### config.mk
export PLATFORM = sky130hd
export DESIGN_NAME = svm_dot_sequencer
export DESIGN_NICKNAME = d
export VERILOG_FILES = /design/src/rtl/svm_pkg.sv /design/src/rtl/svm_mac_lane.sv /design/src/rtl/svm_dot_sequencer.sv
export SDC_FILE = /design/constraint.sdc
export NUM_CORES = 1
export LEC_CHECK = 0
export BUFFER_PORTS_ARGS = -buffer_cell sky130_fd_sc_hd__buf_2
export CAP_MARGIN = 20
export CORE_MARGIN = 5
export CORE_UTILIZATION = 55
export CTS_CLUSTER_SIZE = 8
export DETAILED_ROUTE_END_ITERATION = 12
export GPL_ROUTABILITY_DRIVEN = 0
export PLACE_DENSITY = 0.83
export SYNTH_ARGS = -nofsm -noshare
export SYNTH_HDL_FRONTEND = slang
export SYNTH_SLANG_ARGS = --single-unit
### constraint.sdc
create_clock -name clock -period 5.8 [get_ports clock]
set_clock_uncertainty 0.1 [all_clocks]
set_input_delay 0.87 -clock clock [delete_from_list [all_inputs] [get_ports clock]]
set_output_delay 0.87 -clock clock [all_outputs]
set_load 0.01 [all_outputs]
### src/rtl/svm_pkg.sv
// Shared types and default widths for the SVM classifier lane.
package svm_pkg;

    typedef enum logic [2:0] {
        ST_IDLE,
        ST_RUN,
        ST_DRAIN,
        ST_BIAS,
        ST_OUT
    } state_e;

    localparam int DEF_FEAT_W   = 8;
    localparam int DEF_WEIGHT_W = 12;
    localparam int DEF_ACC_W    = 32;
    localparam int PROD_W       = DEF_FEAT_W + DEF_WEIGHT_W + 1;

    // Unsigned feature gets one zero sign bit before the signed multiply.
    function automatic int prod_width(input int feat_w, input int weight_w);
        return feat_w + weight_w + 1;
    endfunction

endpackage

### src/rtl/svm_mac_lane.sv
// Single multiply-accumulate lane: unsigned feature times signed weight,
// summed into a wrapping signed accumulator.
module svm_mac_lane
    import svm_pkg::*;
#(
    parameter int FEAT_W   = DEF_FEAT_W,
    parameter int WEIGHT_W = DEF_WEIGHT_W,
    parameter int ACC_W    = DEF_ACC_W
) (
    input  logic                       clock,
    input  logic                       reset,
    input  logic                       clear,
    input  logic                       enable,
    input  logic [FEAT_W-1:0]          a,
    input  logic signed [WEIGHT_W-1:0] b,
    output logic signed [ACC_W-1:0]    acc
);

    localparam int MAC_W = prod_width(FEAT_W, WEIGHT_W);

    logic signed [MAC_W-1:0] prod;
    logic signed [ACC_W-1:0] acc_d;
    logic signed [ACC_W-1:0] acc_q;

    always_comb begin
        prod  = MAC_W'($signed({1'b0, a})) * MAC_W'(b);
        acc_d = acc_q;
        if (clear) begin
            acc_d = '0;
        end else if (enable) begin
            acc_d = acc_q + ACC_W'(prod);
        end
    end

    always_ff @(posedge clock) begin
        if (reset) begin
            acc_q <= '0;
        end else begin
            acc_q <= acc_d;
        end
    end

    assign acc = acc_q;

endmodule

### src/rtl/svm_dot_sequencer.sv
// One SVM dot-product evaluation: address generation, MAC control, bias add
// and a valid/ready result port.
module svm_dot_sequencer
    import svm_pkg::*;
#(
    parameter int FEAT_W   = DEF_FEAT_W,
    parameter int WEIGHT_W = DEF_WEIGHT_W,
    parameter int ACC_W    = DEF_ACC_W,
    parameter int N_FEAT   = 64,
    parameter int ADDR_W   = 6
) (
    input  logic                       clock,
    input  logic                       reset,
    input  logic                       start,
    output logic                       busy,
    output logic [ADDR_W-1:0]          feat_addr,
    input  logic [FEAT_W-1:0]          feat_data,
    output logic [ADDR_W-1:0]          weight_addr,
    input  logic signed [WEIGHT_W-1:0] weight_data,
    input  logic signed [ACC_W-1:0]    bias,
    output logic signed [ACC_W-1:0]    score,
    output logic                       class_out,
    output logic                       out_valid,
    input  logic                       out_ready
);

    localparam logic [ADDR_W-1:0] LAST_ADDR = ADDR_W'(N_FEAT - 1);

    state_e                  state_q, state_d;
    logic [ADDR_W-1:0]       addr_q, addr_d;
    logic                    vld_q, vld_d;
    logic signed [ACC_W-1:0] score_q, score_d;
    logic                    class_q, class_d;
    logic                    start_acc;
    logic signed [ACC_W-1:0] acc;

    svm_mac_lane #(
        .FEAT_W   (FEAT_W),
        .WEIGHT_W (WEIGHT_W),
        .ACC_W    (ACC_W)
    ) u_mac (
        .clock  (clock),
        .reset  (reset),
        .clear  (start_acc),
        .enable (vld_q),
        .a      (feat_data),
        .b      (weight_data),
        .acc    (acc)
    );

    always_comb begin
        state_d   = state_q;
        addr_d    = addr_q;
        score_d   = score_q;
        class_d   = class_q;
        start_acc = 1'b0;
        // Memory data for an address issued in RUN arrives one cycle later.
        vld_d     = (state_q == ST_RUN);

        case (state_q)
            ST_IDLE: begin
                if (start) begin
                    start_acc = 1'b1;
                    addr_d    = '0;
                    state_d   = ST_RUN;
                end
            end
            ST_RUN: begin
                if (addr_q == LAST_ADDR) begin
                    state_d = ST_DRAIN;
                end else begin
                    addr_d = addr_q + ADDR_W'(1);
                end
            end
            ST_DRAIN: begin
                state_d = ST_BIAS;
            end
            ST_BIAS: begin
                score_d = acc + bias;
                class_d = ~score_d[ACC_W-1];
                state_d = ST_OUT;
            end
            ST_OUT: begin
                if (out_ready) begin
                    state_d = ST_IDLE;
                end
            end
            default: begin
                state_d = ST_IDLE;
            end
        endcase
    end

    always_ff @(posedge clock) begin
        if (reset) begin
            state_q <= ST_IDLE;
            addr_q  <= '0;
            vld_q   <= 1'b0;
            score_q <= '0;
            class_q <= 1'b0;
        end else begin
            state_q <= state_d;
            addr_q  <= addr_d;
            vld_q   <= vld_d;
            score_q <= score_d;
            class_q <= class_d;
        end
    end

    assign busy        = (state_q != ST_IDLE);
    assign out_valid   = (state_q == ST_OUT);
    assign feat_addr   = addr_q;
    assign weight_addr = addr_q;
    assign score       = score_q;
    assign class_out   = class_q;

endmodule

# Word level (Yosys, flattened, before mapping)

Cells that the tools add are included.

Add/subtract/negate cells: 3
Multiply operators: 1
Div/mod/pow operators: 0
Order comparisons: 0
Equality and inequality tests: 9
Shift operators: 0
Muxes and demuxes: 9
Bitwise logic cells: 1
Reductions and logical operators: 6

Operator list:

| cell                                                   | count |
|---|---|
| adder 32 x 21 -> 32 bit                                | 1 |
| adder 32 bit                                           | 1 |
| multiplier 9 x 12 -> 21 bit                            | 1 |
| case mux 3 bit (5 select lines)                        | 1 |
| 2-to-1 mux 6 bit                                       | 2 |
| case mux 6 bit (2 select lines)                        | 1 |
| 2-to-1 mux 3 bit                                       | 3 |
| adder 6 x 1 -> 6 bit (second input constant)           | 1 |
| == test 3 x 2 -> 1 bit (second input constant)         | 2 |
| == test 6 bit (second input constant)                  | 1 |
| AND reduction 3 bit                                    | 2 |
| inequality test 2 x 1 -> 1 bit (second input constant) | 2 |
| inequality test 2 bit (second input constant)          | 2 |
| == test 3 x 1 -> 1 bit (second input constant)         | 1 |
| == test 3 bit (second input constant)                  | 1 |
| logical NOT 3 bit                                      | 1 |
| nonzero test 3 bit                                     | 1 |
| 2-to-1 mux 1 bit                                       | 2 |
| nonzero test 2 bit                                     | 1 |
| OR reduction 2 bit                                     | 1 |
| inverter 1 bit                                         | 1 |

Register bits after elaboration: 75
Latch bits: 0
RAM bits: 0
Memory bits (read-only): 0
Bits of input ports: 56
Output and inout port bits: 47
Word-level logic and storage cells: 35
Memories kept: 0

# Depth between registers and ports, before layout

Gate-level depths: netlist of run 1.

Word-level depth: 3
Depth in mapped cells: 23
Mapped depth without buffers: 22

# Hierarchy

A second synthesis of run 1 with hierarchy kept.

Cells, all modules: 1145
Area total of the unflattened synthesis: 9713.1 µm²

By module, submodules not included:

| module            | instances | cells each | area an instance (µm²) |
|---|---|---|---|
| svm_mac_lane      | 1         | 708        | 6384.9 |
| svm_dot_sequencer | 1         | 437        | 3328.2 |

# Worst setup path after synthesis of run 1

Ideal clock, no wire load.

Kind: input port to flip-flop
Start point: input feat_data[0]
End point: register u_mac.acc_q[28], in the netlist u_mac.acc[28]
Setup time: 0.122 ns
Arrival time: 6.056 ns
Data required time: 5.578 ns
Path slack: -0.478 ns
Stages on the path: 20
Buffers on the path: 2
Path through: clkbuf_1 > nand2_1 > fa_1 > fa_1 > inv_1 > fa_1 > fa_1 > inv_1 > fa_1 > inv_1 > ha_1 > clkbuf_1 > and4_1 > and3_1 > nand3_1 > o221a_2 > o31ai_1 > nand3_1 > mux2i_1 > a311o_1

Word-level cells in the longest chain between the ends: 2

RTL lines:

| element                     | RTL line                | source |
|---|---|---|
| start: declaration          | svm_dot_sequencer.sv:17 | `input logic [FEAT_W-1:0] feat_data,` |
| multiplier 9 x 12 -> 21 bit | svm_mac_lane.sv:26      | `prod = MAC_W'($signed({1'b0, a})) * MAC_W'(b);` |
| adder 32 x 21 -> 32 bit     | svm_mac_lane.sv:31      | `acc_d = acc_q + ACC_W'(prod);` |
| end signal: assignment      | svm_mac_lane.sv:37      | `acc_q <= '0;` |
| end signal: assignment      | svm_mac_lane.sv:39      | `acc_q <= acc_d;` |
| end: declaration            | svm_mac_lane.sv:23      | `logic signed [ACC_W-1:0] acc_q;` |

Every way passes these cells.
A chain may end at the register's enable or synchronous reset.

# Final worst setup path of run 1

Start point: input weight_data[9]
End point: register u_mac.acc_q[28], in the netlist u_mac.acc[28]

Word-level cells in the longest chain between the ends: 2

RTL lines:

| element                     | RTL line                | source |
|---|---|---|
| start: declaration          | svm_dot_sequencer.sv:19 | `input logic signed [WEIGHT_W-1:0] weight_data,` |
| multiplier 9 x 12 -> 21 bit | svm_mac_lane.sv:26      |  |
| adder 32 x 21 -> 32 bit     | svm_mac_lane.sv:31      |  |

Every way passes these cells.

==> metrics.yaml, run 1 <==
status: "complete, no violations"
startpoint_type: "input pin"
ys_seq_area_frac: 0.159
cts_tree: "done"
ctsHoldBuffers: 0
synth_enable_flop_cells: 0
cts_root_buf: "clkbuf_16"
routed_wl_um: 24400
hold_path_class: "register to register"
dieArea_um2: 19900
drt_pass1_iterations: 5
setup_viol: 0
slew_violations: 0
drt_iter0_markers: 513
area_delta_synth_final_pct: 22.0
num_rows: 48
synth_top_cell_by_area: "fa_1"
r2r_slack_ns: 2.42
gr-total-overflow: 0
hold_depth: 2
clock-sinks: 75
crit_fanout: 6
clk_latency_ns: 0.34
finalHoldViolCount: 0
drive_gt1_frac: 0.216
worstHoldStart: "score[28]$_SDFFE_PP0P_"
vias: 8685
critical_path_required_ns: 5.93
vias_per_cell: 5.62
async_flop_share: 0
ys_ff_latch: 75
synth_cells: 1144
layout_min_cycle_time_ns: 5.67
drv_cap: 0
leakagePower_nw: 5.71
synth_fp_nets: 1403
synth.avg_cell_area_um2: 8.26
synthFlopType: "dfxtp_1"
diodes: 0
peakVddDrop_mv: 0.524
grt_max_degree: 41
setup_tns_ns: 0
power_density_nw_per_um2: 582
initial_core_util: 0.554
worstMarginPinSlew_ns: 0.962
r2r-end: "u_mac.acc[28]$_SDFFE_PP0P_"
design.core.area_um2: 17100
worstSetupPathType: "input pin to register"
path_clk_slew_ns: 0.07
grt_pass1_vias: 8837
fmax_ghz: 0.176
clk_path_buf_depth: 2
syn_area_um2: 9450
htree_levels: 3
hold_end: "score[28]$_SDFFE_PP0P_"
die_h_um: 141
hpwl_um: 19600
cts_made_buffers: 9
synth_top_area_frac: 0.220
finalCritPeriodShare: 0.977
post_drt_wl_per_cell_um: 15.8
fillers: 1354
r2r.worst_path.cells: 12
drc: 0
arrival_ns: 5.80
final_nets: 1575
yosys-top-cells-area: "fa_1 22%, dfxtp_1 16%, ha_1 13%, inv_1 6.1%, nand2_1 5.6%"
utilization: 0.676
slew_headroom: 0.342
synth_cell_types: 57
place_ws_ns: -0.356
io_buffers: 102
timing.final.ws_setup_ns: 0.132
grt_use_total: 0.237
die_width_um: 141
postRouteAntennaNets: 0
grt_pass1_wl_um: 39400
r2r-start: "u_mac.acc[5]$_SDFFE_PP0P_"
pin_count: 103
cp-end-kind: "register"
yosysWarnings: 0
antenna_found_initial: 0
metrics by stage:
| step | power [mW] | instance area [µm²] | hold slack (ns) | cells |
|---|---|---|---|---|
| 2_1_floorplan | 3.94 | 9650 | 0.358 | 1144 |
| 3_3_place_gp | 5.65 | 10900 | 0.336 | 1523 |
| 3_5_place_dp | 5.82 | 10900 | 0.343 | 1523 |
| 4_1_cts | 6.39 | 11200 | 0.351 | 1539 |
| 5_1_grt | 7.33 | 11500 | 0.369 | 1546 |
| 6_report | 6.72 | 11500 | 0.346 | 1546 |
synth_stat cells, drive strengths merged, types with 4 or more instances:
cell type,count
clkbuf,36
ha,99
o21a,6
a31oi,10
xor2,20
a211oi,10
o31ai,4
nand4,14
nor2b,5
nand2,141
xnor2,37
nor3,10
dfxtp,75
o21bai,9
nand3,35
nand2b,4
and3,9
and4,6
nor4,6
inv,154
a21oi,90
mux2i,20
and2,48
nor2,61
buf,9
o21ai,46
fa,104
a21o,31
or3,6
routing by layer:
layer	part of all wire	vias to the layer above	wire length [µm]	track usage
met2	0.53	237	13000	0.435
met1	0.39	4231	9500	0.286
li1	-	4161	-	-
met4	0.027	0	654	0.0694
met3	0.049	56	1200	0.0343
met5	0	-	0	0
timing repair:
action,CTS,global route
endpoints found under the setup margin,1,16
gates resized for setup,1,74
pin swaps,0,35
setup buffers,0,8
layout by cell type (no fill, tap or decap), types with 12 or more instances in the layout:
cell	count
nand2_1	125
dfxtp_1	75
nand4_1	14
buf_4	104
nor2_1	61
nand3_1	34
fa_1	99
buf_2	91
inv_1	148
xor2_1	20
mux2i_1	20
ha_1	88
nand2_2	12
a21oi_1	85
xnor2_1	37
o21ai_0	41
a21o_1	31
and2_1	48
sequential cells by signal (all words and copies together) (netlist names):
| signal | cells |
|---|---|
| vld_q | 1 |
| feat_addr | 6 |
| score | 32 |
| class_out | 1 |
| u_mac.acc | 32 |
| state_q | 3 |
worst max-delay path by stage:
stage,from,end,slack [ns],cells past startpoint
after global placement,feat_data[3],u_mac.acc[28]$_SDFFE_PP0P_,-0.21,20
after floorplan,weight_data[11],u_mac.acc[28]$_SDFFE_PP0P_,-0.02,18
after global routing,feat_data[5],u_mac.acc[28]$_SDFFE_PP0P_,-0.03,19
after CTS,feat_data[1],u_mac.acc[25]$_SDFFE_PP0P_,0.01,20
final,weight_data[9],u_mac.acc[28]$_SDFFE_PP0P_,0.13,19
after detailed placement,feat_data[0],u_mac.acc[30]$_SDFFE_PP0P_,-0.36,20
logic make-up (layout without fill, tap and decap cells):
kind of cell / after synthesis / count (layout) / share of synthesized area
AND/OR/NAND/NOR: 357 / 357 / 0.182
AO/OA/AOI/OAI: 233 / 233 / 0.152
adder cells (fa/ha/maj): 203 / 203 / 0.351
buffers and inverters: 199 / 376 / 0.0814
flip-flops: 75 / 75 / 0.159
XOR/XNOR: 57 / 57 / 0.0528
multiplexers: 20 / 20 / 0.0212
worst max-delay path, cell delays in order:
cell and delay (ns):
buf_2 0.14, buf_4 0.16, nand2_1 0.09, fa_1 0.57
inv_1 0.07, fa_1 0.47, fa_1 0.51, fa_1 0.49
inv_1 0.05, fa_1 0.49, inv_1 0.04, ha_1 0.31
nand2_1 0.08, or3_4 0.40, o221a_4 0.26, o31ai_4 0.24
nand3_1 0.12, mux2i_1 0.13, a311o_1 0.30
area by class of cell:
type,count,area (µm²),share of cell area
clock buffers,10,239,0.0207
multi-input cells,870,7510,0.651
clock inverters,6,50.0,0.00434
flip-flops and latches,75,1500,0.130
repair buffers,206,1380,0.119
inverters,154,582,0.0504
well taps,225,282,0.0244
power by group:
| part | leakage [nW] | internal (mW) | total, mW | switching, mW |
|---|---|---|---|---|
| Combinational | 4.97 | 2.67 | 5.54 | 2.87 |
| Sequential | 0.607 | 0.574 | 0.642 | 0.0677 |
| Clock | 0.135 | 0.305 | 0.537 | 0.232 |
Note: power is estimated with default switching activity, not from simulation.
==> run 2: changes to the inputs <==
--- a/config.mk
+++ b/config.mk
@@ -5,6 +5,7 @@
 export SDC_FILE = /design/constraint.sdc
 export NUM_CORES = 1
 export LEC_CHECK = 0
+export ABC_AREA = 1
 export BUFFER_PORTS_ARGS = -buffer_cell sky130_fd_sc_hd__buf_2
 export CAP_MARGIN = 20
 export CORE_MARGIN = 5
==> metrics.yaml, run 2 <==
cts_root_buf: "clkbuf_16"  # unchanged
drt_pass1_iterations: 6  # was 5
drc: 0  # unchanged
clk_latency_ns: 0.35  # was 0.34 ns
final_cell_mix: "432 x nand2_1, 405 x inv_1, 171 x nor2_1"  # was 148 x inv_1, 125 x nand2_1, 104 x buf_4
synth_enable_flop_cells: 0  # unchanged
leakagePower_nw: 7.25  # was 5.71 nW
drv_cap: 0  # unchanged
diodes: 0  # unchanged
slew_headroom: 0.470  # was 0.342
synth.avg_cell_area_um2: 6.48  # was 8.26 µm²
worstSetupPathType: "input pin to register"  # unchanged
grt_pass1_wl_um: 44000  # was 39400 µm
cts_tree: "done"  # unchanged
grt_use_total: 0.237  # about the same
syn_area_um2: 10900  # was 9450 µm²
crit_fanout: 11  # was 6
setup_viol: 0  # unchanged
vias: 10231  # was 8685
yosysWarnings: 0  # unchanged
die_width_um: 151  # was 141 µm
swShare: 0.553  # was 0.471
drt_iter0_markers: 899  # was 513
cp-end-kind: "register"  # unchanged
vias_per_cell: 5.06  # was 5.62
final_area_um2: 11900  # was 11500 µm²
synth_top_area_frac: 0.192  # was 0.220
grt_pass1_vias: 9682  # was 8837
peakVddDrop_mv: 0.308  # was 0.524 mV
power_density_nw_per_um2: 429  # was 582 nW/µm²
finalHoldViolCount: 0  # unchanged
rsz0062_at_grt: "false"
drive_gt1_frac: 0.0928  # was 0.216
hold_path_class: "register to register"  # unchanged
io_buffers: 102  # unchanged
startpoint_type: "input pin"  # unchanged
area_delta_synth_final_pct: 9.42  # was 22.0%
finalCritPeriodShare: 0.940  # was 0.977
hpwl_um: 22000  # was 19600 µm
initial_core_util: 0.558  # was 0.554
crit_top_cell: "nand2_1"  # was fa_1
gr-total-overflow: 0  # unchanged
setup_tns_ns: 0  # unchanged
switching_power_mw: 2.82  # was 3.17 mW
async_flop_share: 0  # unchanged
worstMarginPinSlew_ns: 0.794  # was 0.962 ns
arrival_ns: 5.60  # was 5.80 ns
htree_levels: 3  # unchanged
utilization: 0.611  # was 0.676
synth_fp_nets: 1936  # was 1403
design.core.area_um2: 19500  # was 17100 µm²
synth_common_cells: "432 x nand2_1, 405 x inv_1, 171 x nor2_1"  # was 154 x inv_1, 141 x nand2_1, 104 x fa_1
cts_setup_buffers: 0  # unchanged
power.clock.fraction: 0.115  # was 0.080
synth_most_common_cell: "nand2_1"  # was inv_1
num_rows: 51  # was 48
routed_wl_um: 26300  # was 24400 µm
path_clk_slew_ns: 0.06  # was 0.07 ns
critPathSlowestCell: "fa_1"  # unchanged
cts_resized: 0  # was 1
pin_count: 103  # unchanged
p_int_mw: 2.28  # was 3.55 mW
status: "complete, no violations"  # unchanged
layout_min_cycle_time_ns: 5.45  # was 5.67 ns
postRouteAntennaNets: 0  # unchanged
multiInputGateArea_um2: 7620  # was 7510 µm²
final_nets: 2011  # was 1575
yosys-top-cells-area: "fa_1 19%, nand2_1 15%, inv_1 14%, dfxtp_1 14%, ha_1 11%"  # was fa_1 22%, dfxtp_1 16%, ha_1 13%, inv_1 6.1%, nand2_1 5.6%
cpPeakStageDelay_ns: 0.77  # was 0.57 ns
grt_max_degree: 51  # was 41
ys_seq_area_frac: 0.138  # was 0.159
comb_power_share: 0.778  # was 0.825
clock-sinks: 75  # unchanged
final_common_cell: "nand2_1"  # was inv_1
seq_area_um2: 1500  # unchanged
synth_cells: 1677  # was 1144
dieArea_um2: 22700  # was 19900 µm²
clk_path_buf_depth: 2  # unchanged
fillers: 1815  # was 1354
synthFlopType: "dfxtp_1"  # unchanged
ctsHoldBuffers: 0  # unchanged
path_buf_inv: 4  # was 5
synth_cell_types: 39  # was 57
ys_ff_latch: 75  # unchanged
synth_top_cell_by_area: "fa_1"  # unchanged
antenna_found_initial: 0  # unchanged
cts_made_buffers: 9  # unchanged
post_drt_wl_per_cell_um: 13.0  # was 15.8 µm
critPathTopFamily: "adder cells"  # unchanged
slew_violations: 0  # unchanged
die_h_um: 151  # was 141 µm
path_cells: "buf_2 -> nand2_1 -> fa_1 -> fa_1 -> fa_1 -> fa_1 -> inv_1 -> buf_12 -> fa_1 -> ha_1 -> a21oi_1 -> o21ai_0 -> nand2_1 -> nand2_1 -> a21oi_1 -> nand2_1 -> nand2_1 -> nand3_1 -> nand2_1 -> inv_1"  # was buf_2 -> buf_4 -> nand2_1 -> fa_1 -> inv_1 -> fa_1 -> fa_1 -> fa_1 -> inv_1 -> fa_1 -> inv_1 -> ha_1 -> nand2_1 -> or3_4 -> o221a_4 -> o31ai_4 -> nand3_1 -> mux2i_1 -> a311o_1
seqPwrFrac: 0.107  # was 0.096
critical_path_required_ns: 5.94  # was 5.93 ns
fmax_ghz: 0.183  # was 0.176 GHz
place_area_um2: 11600  # was 10900 µm²
-- run 2: cell families (layout without fill, tap and decap cells) --
family,Yosys count,count (layout),share of synthesized area
xor gates and xnor gates,39,39,0.0314
and+or+nand+nor,738,738,0.280
buffers and inverters,454,534,0.161
adders and majority gates,203,203,0.306
AOI/OAI and AO/OA,168,168,0.0844
DFF,75,75,0.138
-- run 2: path summary, 6_finish.rpt --
kind                                                 start                         end  slack (ns)  cells past startpoint
worst min-delay path                class_out$_SDFFE_PP0P_      class_out$_SDFFE_PP0P_        0.38                      2
worst min register to register      class_out$_SDFFE_PP0P_      class_out$_SDFFE_PP0P_        0.38                      2
worst max register to register  u_mac.acc[13]$_SDFFE_PP0P_  u_mac.acc[15]$_SDFFE_PP0P_        2.95                     13
worst max-delay path                       weight_data[11]  u_mac.acc[28]$_SDFFE_PP0P_        0.35                     20
-- run 2: worst reg2reg max path, delay by kind of cell, from the launching register on --
family / cells / cell delay (ns)
flip-flops: 1 / 0.36
XOR/XNOR: 1 / 0.20
AO/OA/AOI/OAI: 3 / 0.58
adder cells (fa/ha/maj): 2 / 0.87
AND/OR/NAND/NOR: 2 / 0.29
buffers and inverters: 5 / 0.33
-- run 2: per-stage QoR --
stage	cells	power [mW]	hold slack (ns)	setup slack (ns)
floorplan	1677	3.54	0.362	0.146
global placement	2006	4.31	0.364	0.173
detailed placement	2006	4.44	0.370	0.0889
CTS	2022	5.06	0.380	0.414
global route	2022	5.66	0.407	0.0384
finish	2022	5.10	0.384	0.346
-- run 2: area by class of cell --
cell class	instances	share of cell area
inverters	408	0.129
repair buffers	110	0.0501
multi-input cells	1148	0.641
clock inverters	5	0.00505
clock buffers	11	0.0213
flip-flops and latches	75	0.126
well taps	265	0.0279
-- run 2: power groups by stage --
stage,Combinational [mW],Clock [mW],Sequential (mW)
detailed placement,3.88,0,0.559
floorplan,2.99,0,0.555
CTS,3.92,0.597,0.548
global route,4.50,0.615,0.550
finish,3.97,0.587,0.548
global placement,3.75,0,0.559
-- run 2: layer usage --
layer | vias to the layer above | share of wire | GRT usage
li1 | 5150 | - | -
met1 | 4715 | 0.42 | 0.306
met2 | 330 | 0.50 | 0.423
met3 | 36 | 0.061 | 0.0322
met4 | 0 | 0.017 | 0.0535
met5 | - | 0 | 0
